### config.mk
export PLATFORM = sky130hd
export DESIGN_NAME = frog_motion_ctrl_flat
export DESIGN_NICKNAME = d
export VERILOG_FILES = /design/src/rtl/frog_motion_ctrl_if.sv /design/src/rtl/frog_motion_ctrl.sv /design/src/flat_wrapper.sv
export SDC_FILE = /design/constraint.sdc
export NUM_CORES = 1
export LEC_CHECK = 0
export ABC_CLOCK_PERIOD_IN_PS = 3400
export CELL_PAD_IN_SITES_DETAIL_PLACEMENT = 0
export CELL_PAD_IN_SITES_GLOBAL_PLACEMENT = 1
export CORE_UTILIZATION = 30
export CTS_BUF_LIST = sky130_fd_sc_hd__clkbuf_8
export DETAILED_ROUTE_END_ITERATION = 10
export MAX_ROUTING_LAYER = met4
export PLACE_DENSITY = 0.7
export SYNTH_ARGS = -nofsm -noshare
export SYNTH_HDL_FRONTEND = slang
export SYNTH_SLANG_ARGS = --single-unit
export TNS_END_PERCENT = 5
### constraint.sdc
create_clock -name i_Clk -period 3.4 [get_ports i_Clk]
set_input_delay 0.68 -clock i_Clk [delete_from_list [all_inputs] [get_ports i_Clk]]
set_output_delay 0.68 -clock i_Clk [all_outputs]
set_load 0.01 [all_outputs]
### src/rtl/frog_motion_ctrl_if.sv
// Signal bundle between the debounced switch/game-control side and frog_motion_ctrl.
// The master drives the game and switch levels; the slave returns position, score and pulses.
interface frog_motion_ctrl_if;
  logic       i_Game_Active;
  logic       i_Has_Collided;
  logic       i_Frog_Up;
  logic       i_Frog_Dn;
  logic       i_Frog_Lt;
  logic       i_Frog_Rt;
  logic [9:0] o_Frog_X;
  logic [9:0] o_Frog_Y;
  logic [5:0] o_Score;
  logic       o_Level_Up;
  logic       o_Hit;

  modport master (
    output i_Game_Active, i_Has_Collided, i_Frog_Up, i_Frog_Dn, i_Frog_Lt, i_Frog_Rt,
    input  o_Frog_X, o_Frog_Y, o_Score, o_Level_Up, o_Hit
  );

  modport slave (
    input  i_Game_Active, i_Has_Collided, i_Frog_Up, i_Frog_Dn, i_Frog_Lt, i_Frog_Rt,
    output o_Frog_X, o_Frog_Y, o_Score, o_Level_Up, o_Hit
  );
endinterface

### src/rtl/frog_motion_ctrl.sv
// Tile-stepped frog movement, scoring and collision handling for the frogger game.
// Optional macro FROG_AUTO_REPEAT_EN: a held switch re-issues a move every REPEAT_CYCLES.
module frog_motion_ctrl #(
  parameter int TILE_SIZE      = 16,
  parameter int H_VISIBLE_AREA = 640,
  parameter int V_VISIBLE_AREA = 480,
  parameter int X_BASE_TILE    = 19,
  parameter int Y_BASE_TILE    = 29,
  parameter int SCORE_INI      = 0,
  parameter int SCORE_MAX      = 63,
  parameter int COOLDOWN       = 4,
  parameter int HIT_HOLD       = 8,
  parameter int REPEAT_CYCLES  = 1000
) (
  input logic               i_Clk,
  input logic               i_Rst_L,
  frog_motion_ctrl_if.slave bus
);

  localparam int H_TILES    = H_VISIBLE_AREA / TILE_SIZE;
  localparam int V_TILES    = V_VISIBLE_AREA / TILE_SIZE;
  localparam int TILE_SHIFT = $clog2(TILE_SIZE);
  localparam int COL_W      = (H_TILES > 1) ? $clog2(H_TILES) : 1;
  localparam int ROW_W      = (V_TILES > 1) ? $clog2(V_TILES) : 1;
  localparam int CNT_MAX    = (COOLDOWN > HIT_HOLD) ? COOLDOWN : HIT_HOLD;
  localparam int CNT_W      = $clog2(CNT_MAX + 1);

  localparam logic [COL_W-1:0] COL_BASE  = COL_W'(X_BASE_TILE);
  localparam logic [COL_W-1:0] COL_LAST  = COL_W'(H_TILES - 1);
  localparam logic [ROW_W-1:0] ROW_BASE  = ROW_W'(Y_BASE_TILE);
  localparam logic [5:0]       SCORE_INI_V = 6'(SCORE_INI);
  localparam logic [5:0]       SCORE_MAX_V = 6'(SCORE_MAX);
  localparam logic [CNT_W-1:0] CNT_COOL  = CNT_W'(COOLDOWN - 1);
  localparam logic [CNT_W-1:0] CNT_HIT   = CNT_W'(HIT_HOLD - 1);

  // Elaboration-time sanity checks on the geometry and timing parameters.
  if (TILE_SIZE != (1 << TILE_SHIFT)) begin : g_bad_tile
    $error("TILE_SIZE must be a power of 2");
  end
  if (Y_BASE_TILE != V_TILES - 1) begin : g_bad_base_row
    $error("Y_BASE_TILE must be the bottom row");
  end
  if (COOLDOWN < 1 || HIT_HOLD < 1 || REPEAT_CYCLES < 1) begin : g_bad_timing
    $error("COOLDOWN, HIT_HOLD and REPEAT_CYCLES must be at least 1");
  end

  typedef enum logic [1:0] {IDLE, READY, COOL, HIT} state_t;
  typedef enum logic [2:0] {MV_NONE, MV_UP, MV_DN, MV_LT, MV_RT} move_t;

  state_t           state_q, state_d;
  logic [CNT_W-1:0] cnt_q, cnt_d;
  logic [COL_W-1:0] col_q, col_d;
  logic [ROW_W-1:0] row_q, row_d;
  logic [5:0]       score_q, score_d;
  logic             level_up_q, level_up_d;
  logic             hit_q, hit_d;
  logic [3:0]       sw, sw_prev_q, edges, req;
  move_t            move;
  logic             move_ok;
  logic [COL_W-1:0] move_col;
  logic [ROW_W-1:0] move_row;

  // Bit order gives the priority: Up (3) > Dn (2) > Lt (1) > Rt (0).
  assign sw    = {bus.i_Frog_Up, bus.i_Frog_Dn, bus.i_Frog_Lt, bus.i_Frog_Rt};
  assign edges = sw & ~sw_prev_q;

`ifdef FROG_AUTO_REPEAT_EN
  localparam int RPT_W = $clog2(REPEAT_CYCLES + 1);

  logic [3:0]       held, held_q;
  logic [RPT_W-1:0] rpt_cnt_q, rpt_cnt_d;
  logic             rpt_fire;

  always_comb begin
    held = 4'b0000;
    if      (sw[3]) held = 4'b1000;
    else if (sw[2]) held = 4'b0100;
    else if (sw[1]) held = 4'b0010;
    else if (sw[0]) held = 4'b0001;
  end

  // The count only runs while the same single switch stays the winner.
  always_comb begin
    rpt_fire  = 1'b0;
    rpt_cnt_d = '0;
    if (held != 4'b0000 && held == held_q) begin
      if (rpt_cnt_q == RPT_W'(REPEAT_CYCLES - 1)) rpt_fire = 1'b1;
      else                                         rpt_cnt_d = rpt_cnt_q + 1'b1;
    end
  end

  always_ff @(posedge i_Clk or negedge i_Rst_L) begin
    if (!i_Rst_L) begin
      held_q    <= 4'b0000;
      rpt_cnt_q <= '0;
    end else begin
      held_q    <= held;
      rpt_cnt_q <= rpt_cnt_d;
    end
  end

  assign req = edges | (rpt_fire ? held : 4'b0000);
`else
  assign req = edges;
`endif

  // Pick the highest-priority request, then decide whether the board edge blocks it.
  always_comb begin
    move     = MV_NONE;
    move_ok  = 1'b0;
    move_col = col_q;
    move_row = row_q;
    if      (req[3]) move = MV_UP;
    else if (req[2]) move = MV_DN;
    else if (req[1]) move = MV_LT;
    else if (req[0]) move = MV_RT;
    case (move)
      MV_UP: if (row_q != '0)       begin move_ok = 1'b1; move_row = row_q - 1'b1; end
      MV_DN: if (row_q != ROW_BASE) begin move_ok = 1'b1; move_row = row_q + 1'b1; end
      MV_LT: if (col_q != '0)       begin move_ok = 1'b1; move_col = col_q - 1'b1; end
      MV_RT: if (col_q != COL_LAST) begin move_ok = 1'b1; move_col = col_q + 1'b1; end
      default: ;
    endcase
  end

  // NOTE: every signal gets a default before the case so no path leaves a latch behind.
  always_comb begin
    state_d    = state_q;
    cnt_d      = cnt_q;
    col_d      = col_q;
    row_d      = row_q;
    score_d    = score_q;
    level_up_d = 1'b0;
    hit_d      = 1'b0;

    if (!bus.i_Game_Active) begin
      state_d = IDLE;
      cnt_d   = '0;
      col_d   = COL_BASE;
      row_d   = ROW_BASE;
    end else begin
      case (state_q)
        IDLE: begin
          col_d   = COL_BASE;
          row_d   = ROW_BASE;
          state_d = READY;
        end

        READY, COOL: begin
          if (bus.i_Has_Collided) begin
            state_d = HIT;
            cnt_d   = CNT_HIT;
            hit_d   = 1'b1;
          end else if (row_q == '0) begin
            // Goal row is shown for one cycle, then the frog respawns while cooling down.
            col_d   = COL_BASE;
            row_d   = ROW_BASE;
            state_d = COOL;
            if (cnt_q != '0) cnt_d = cnt_q - 1'b1;
          end else if (state_q == COOL && cnt_q != '0) begin
            cnt_d = cnt_q - 1'b1;
          end else begin
            state_d = READY;
            if (move_ok) begin
              col_d   = move_col;
              row_d   = move_row;
              state_d = COOL;
              cnt_d   = CNT_COOL;
              if (move_row == '0) begin
                level_up_d = 1'b1;
                score_d    = (score_q >= SCORE_MAX_V) ? SCORE_MAX_V : score_q + 1'b1;
              end
            end
          end
        end

        HIT: begin
          if (cnt_q == '0) begin
            col_d   = COL_BASE;
            row_d   = ROW_BASE;
            score_d = SCORE_INI_V;
            state_d = READY;
          end else begin
            cnt_d = cnt_q - 1'b1;
          end
        end

        default: state_d = IDLE;
      endcase
    end
  end

  // NOTE: state registers use non-blocking assignments so all flops update from pre-edge values.
  always_ff @(posedge i_Clk or negedge i_Rst_L) begin
    if (!i_Rst_L) begin
      state_q    <= IDLE;
      cnt_q      <= '0;
      col_q      <= COL_BASE;
      row_q      <= ROW_BASE;
      score_q    <= SCORE_INI_V;
      level_up_q <= 1'b0;
      hit_q      <= 1'b0;
      sw_prev_q  <= 4'b0000;
    end else begin
      state_q    <= state_d;
      cnt_q      <= cnt_d;
      col_q      <= col_d;
      row_q      <= row_d;
      score_q    <= score_d;
      level_up_q <= level_up_d;
      hit_q      <= hit_d;
      sw_prev_q  <= sw;
    end
  end

  assign bus.o_Frog_X   = 10'(col_q) << TILE_SHIFT;
  assign bus.o_Frog_Y   = 10'(row_q) << TILE_SHIFT;
  assign bus.o_Score    = score_q;
  assign bus.o_Level_Up = level_up_q;
  assign bus.o_Hit      = hit_q;

endmodule
### src/flat_wrapper.sv
// flat-port wrapper written by rule: the top's interface ports become plain ports
module frog_motion_ctrl_flat 
#(
  parameter int TILE_SIZE      = 16,
  parameter int H_VISIBLE_AREA = 640,
  parameter int V_VISIBLE_AREA = 480,
  parameter int X_BASE_TILE    = 19,
  parameter int Y_BASE_TILE    = 29,
  parameter int SCORE_INI      = 0,
  parameter int SCORE_MAX      = 63,
  parameter int COOLDOWN       = 4,
  parameter int HIT_HOLD       = 8,
  parameter int REPEAT_CYCLES  = 1000
)
  (i_Clk, i_Rst_L, bus_i_Game_Active, bus_i_Has_Collided, bus_i_Frog_Up, bus_i_Frog_Dn, bus_i_Frog_Lt, bus_i_Frog_Rt, bus_o_Frog_X, bus_o_Frog_Y, bus_o_Score, bus_o_Level_Up, bus_o_Hit);
  frog_motion_ctrl_if bus_i ();
  input logic i_Clk;
  input logic i_Rst_L;
  input wire logic [$bits(bus_i.i_Game_Active)-1:0] bus_i_Game_Active;
  input wire logic [$bits(bus_i.i_Has_Collided)-1:0] bus_i_Has_Collided;
  input wire logic [$bits(bus_i.i_Frog_Up)-1:0] bus_i_Frog_Up;
  input wire logic [$bits(bus_i.i_Frog_Dn)-1:0] bus_i_Frog_Dn;
  input wire logic [$bits(bus_i.i_Frog_Lt)-1:0] bus_i_Frog_Lt;
  input wire logic [$bits(bus_i.i_Frog_Rt)-1:0] bus_i_Frog_Rt;
  output wire logic [$bits(bus_i.o_Frog_X)-1:0] bus_o_Frog_X;
  output wire logic [$bits(bus_i.o_Frog_Y)-1:0] bus_o_Frog_Y;
  output wire logic [$bits(bus_i.o_Score)-1:0] bus_o_Score;
  output wire logic [$bits(bus_i.o_Level_Up)-1:0] bus_o_Level_Up;
  output wire logic [$bits(bus_i.o_Hit)-1:0] bus_o_Hit;
  assign bus_i.i_Game_Active = bus_i_Game_Active;
  assign bus_i.i_Has_Collided = bus_i_Has_Collided;
  assign bus_i.i_Frog_Up = bus_i_Frog_Up;
  assign bus_i.i_Frog_Dn = bus_i_Frog_Dn;
  assign bus_i.i_Frog_Lt = bus_i_Frog_Lt;
  assign bus_i.i_Frog_Rt = bus_i_Frog_Rt;
  assign bus_o_Frog_X = bus_i.o_Frog_X;
  assign bus_o_Frog_Y = bus_i.o_Frog_Y;
  assign bus_o_Score = bus_i.o_Score;
  assign bus_o_Level_Up = bus_i.o_Level_Up;
  assign bus_o_Hit = bus_i.o_Hit;
  frog_motion_ctrl #(.TILE_SIZE(TILE_SIZE), .H_VISIBLE_AREA(H_VISIBLE_AREA), .V_VISIBLE_AREA(V_VISIBLE_AREA), .X_BASE_TILE(X_BASE_TILE), .Y_BASE_TILE(Y_BASE_TILE), .SCORE_INI(SCORE_INI), .SCORE_MAX(SCORE_MAX), .COOLDOWN(COOLDOWN), .HIT_HOLD(HIT_HOLD), .REPEAT_CYCLES(REPEAT_CYCLES)) u_core (.i_Clk(i_Clk), .i_Rst_L(i_Rst_L), .bus(bus_i));
endmodule
==> impl_results.md <==
* Status: finished clean
* Unrepaired setup endpoints after global routing: no
* GR Util All Layers at 14.8%
* Core ar. at 0.00694 mm2
* Switching Share at 37.5%
* Fillers at 721
* Leakage at 1.09 nW
* DR pass1 iterations at 4
* Dominant cells by area after synthesis: dfrtp_1 (25%), dfstp_2 (8.4%), ha_1 (6.3%)
* Async S/R FF share, synth at 100%
* Starting Density at 31.7%
* Critical path arrival at 3240 ps
* Gr ovfl total at 0
* Final Net Count at 304
* CTS tree: built
* Hold_buf cts at 0
* Die height at 87.6 um
* Largest net degree at the start of global routing at 30
* Cell Chain, Critical Path: clkdlybuf4s50_1 -> nor2b_1 -> nor4_1 -> inv_1 -> ha_1 -> a21oi_1 -> o211ai_1 -> a21oi_1 -> xnor2_1 -> o21ai_0 -> a22o_1
* Global-route wire length before repair at 8.63 mm
* Most frequent cells in the layout: clkdlybuf4s50_1 (26), dfrtp_1 (22), nand2_1 (19)
* Sequential power share at 37.1%
* I/O pins at 36
* Top-area cell type share of the netlist area at 25.0%
* Clk_lat worst skew at 280 ps
* Total number of H-tree levels at 2
* Clock transition at path regs at 60 ps
* Least-Margin Pin Slew at 583 ps
* # DRC at 0
* Slew headroom at 60.6%
* Placed Instances at 373
* Worst-path fanout max at 5
* Met1 usage at 19.7%
* DR vias/cell at 5.17
* Met3 GRT Util at 2.26%
* Row Count at 30
* Pwr Total at 1.25 mW
* Register area share after synthesis at 33.4%
* Post-DP HPWL at 3.75 mm
* NetSw at 0.468 mW
* Drt wl/cell at 13.6 um
* Syn Area/Cell at 8.76 um2
* Routed wire length at 5.18 mm
* Cells after Synth at 251
* Cell accounting for the most synthesized area: dfrtp_1
* Peak Freq at 325 MHz
* # diodes at 0
* Finished Layout Cells at 381
* Most frequent cell on the critical path: a21oi_1
* GRT Max-Usage Layer: met2
* Ys Warns at 0
* Gates resized, CTS repair at 0
* Int Pwr at 0.780 mW
* Commonest non-fill, non-tap cell in the layout: clkdlybuf4s50_1
* Placer congestion estimate at 0.825
* Buf/Inv on CP at 2
* Root buffer cell: clkbuf_8
* Layout area overhead at 20.8%
* Top_reg_cell synth: dfrtp_1
* Met2 usage at 23.3%
* Comb power frac at 40.9%
* Setup crit end kind: flop
* Min-Delay Path Class: flop to flop
* DR iter-0 viols at 94
* Post-synth EDFFs at 0
* CTS max path bufs at 2
* PwrDens at 470 mW/mm2
* Initial antenna violation count at 0
* Final Hold Fails at 0
* Post-CTS setup buffers at 0
* Crit Path Class: input port to flop
* Yosys reg bits at 29
* CTS sink count at 29
* Final Cycle Share at 90.5%
* IR drop worst, VDD at 173 uV
* Count of input and output buffers at 26
* DRT antenna net count at 0
* Clock power share at 22.0%
* Die area at 0.00768 mm2
* Crit path required time at 3560 ps
* Slowest cell on the critical path: clkdlybuf4s50_1
* Unique masters post-synth at 60
* Synthesized area at 0.00220 mm2
* CTS Buf Count at 5
* Crit-path leading delay family: compound AO/OA/AOI/OAI gates
* Share of layout cells above drive strength 1 at 13.0%
* Via count at 1971
* Max-slew violation count at 0
* Max Cap Viol at 0
* Final setup viols at 0
* Clk_skew at 12.1 ps
* Vias in the first global route at 1804
* Startpoint types: input port
* Sum of negative setup slack at 0 ps
* CP max stage delay at 470 ps
* DIE WIDTH at 87.6 um
* Tmin final at 3080 ps
-- path summary, 6_finish.rpt --
check                           startpoint  slack [ps]                     to  cells past startpoint
setup reg to reg           u_core.row_q[0]         780  u_core.bus.o_Score[5]                      8
hold reg to reg            u_core.col_q[1]         500        u_core.col_q[1]                      2
max in group asynchronous          i_Rst_L        2280        u_core.col_q[1]                      2
hold / removal             u_core.col_q[1]         500        u_core.col_q[1]                      2
setup / recovery             bus_i_Frog_Up         320        u_core.col_q[5]                     11
min in group asynchronous          i_Rst_L         770  u_core.bus.o_Score[4]                      2
-- sequential cells by signal (all words and copies together) (netlist names) --
register and cells:
u_core.cnt_q 4, u_core.state_q 2, u_core.col_q 6, u_core.bus.o_Hit 1
u_core.bus.o_Score 6, u_core.sw_prev_q 4, u_core.row_q 5, u_core.bus.o_Level_Up 1
-- tightest hold or removal path, cell delays in order, from the launching register on --
cell	delay, ps
dfstp_2	400
nand2_1	60
nand2_1	40
-- power by group through the flow --
stage / combinational [mW] / clock (mW) / sequential (mW)
after floorplan: 0.347 / 0 / 0.471
after CTS: 0.514 / 0.284 / 0.464
final: 0.510 / 0.275 / 0.463
after global routing: 0.573 / 0.296 / 0.474
after global placement: 0.511 / 0 / 0.470
after detailed placement: 0.511 / 0 / 0.470
-- cells by family after synthesis --
logic type / Yosys count / synth area share [%]
simple gates: 96 / 24.5
compound gates: 68 / 22.0
buf+inv: 34 / 7.74
flops: 29 / 33.4
fa+ha+maj: 12 / 7.17
mux: 6 / 3.13
xor+xnor: 5 / 1.99
other cells: 1 / 0.170
-- metal layers --
metal,part of all wire [%],vias up
li1,-,975
met1,49,952
met2,47,38
met3,2.9,6
met4,1.3,0
met5,0,-
-- layout make-up --
class	instances	area, um2	share of cell area, %
multi-input combinational	196	1330	49.9
inverter	16	60.1	2.26
timing repair buffer	36	335	12.6
clock buffer	5	68.8	2.59
sequential	29	734	27.6
tap	96	120	4.52
clock inverter	3	13.8	0.518
-- synthesized netlist by cell type (all sizes together) (6+ instances only) --
cell type and instances:
nand3 10, a31oi 9, ha 11, nand4 7, clkbuf 6, nor2 19, o21ai 12, buf 12
dfrtp 22, dfstp 7, nor2b 7, nor3 6, nand2 19, nor4 7, nand2b 6, a21oi 15
inv 16
-- per-stage QoR --
step	util [%]	setup slack, ps	hold slack (ps)	instance area, um2
after detailed placement	37.1	60.1	500	2570
after CTS	38.3	343	510	2660
final	38.3	322	502	2660
after global placement	37.1	161	499	2570
after global routing	38.3	100	533	2660
after floorplan	-	611	384	2230
Note: power is estimated with default switching activity, not from simulation.
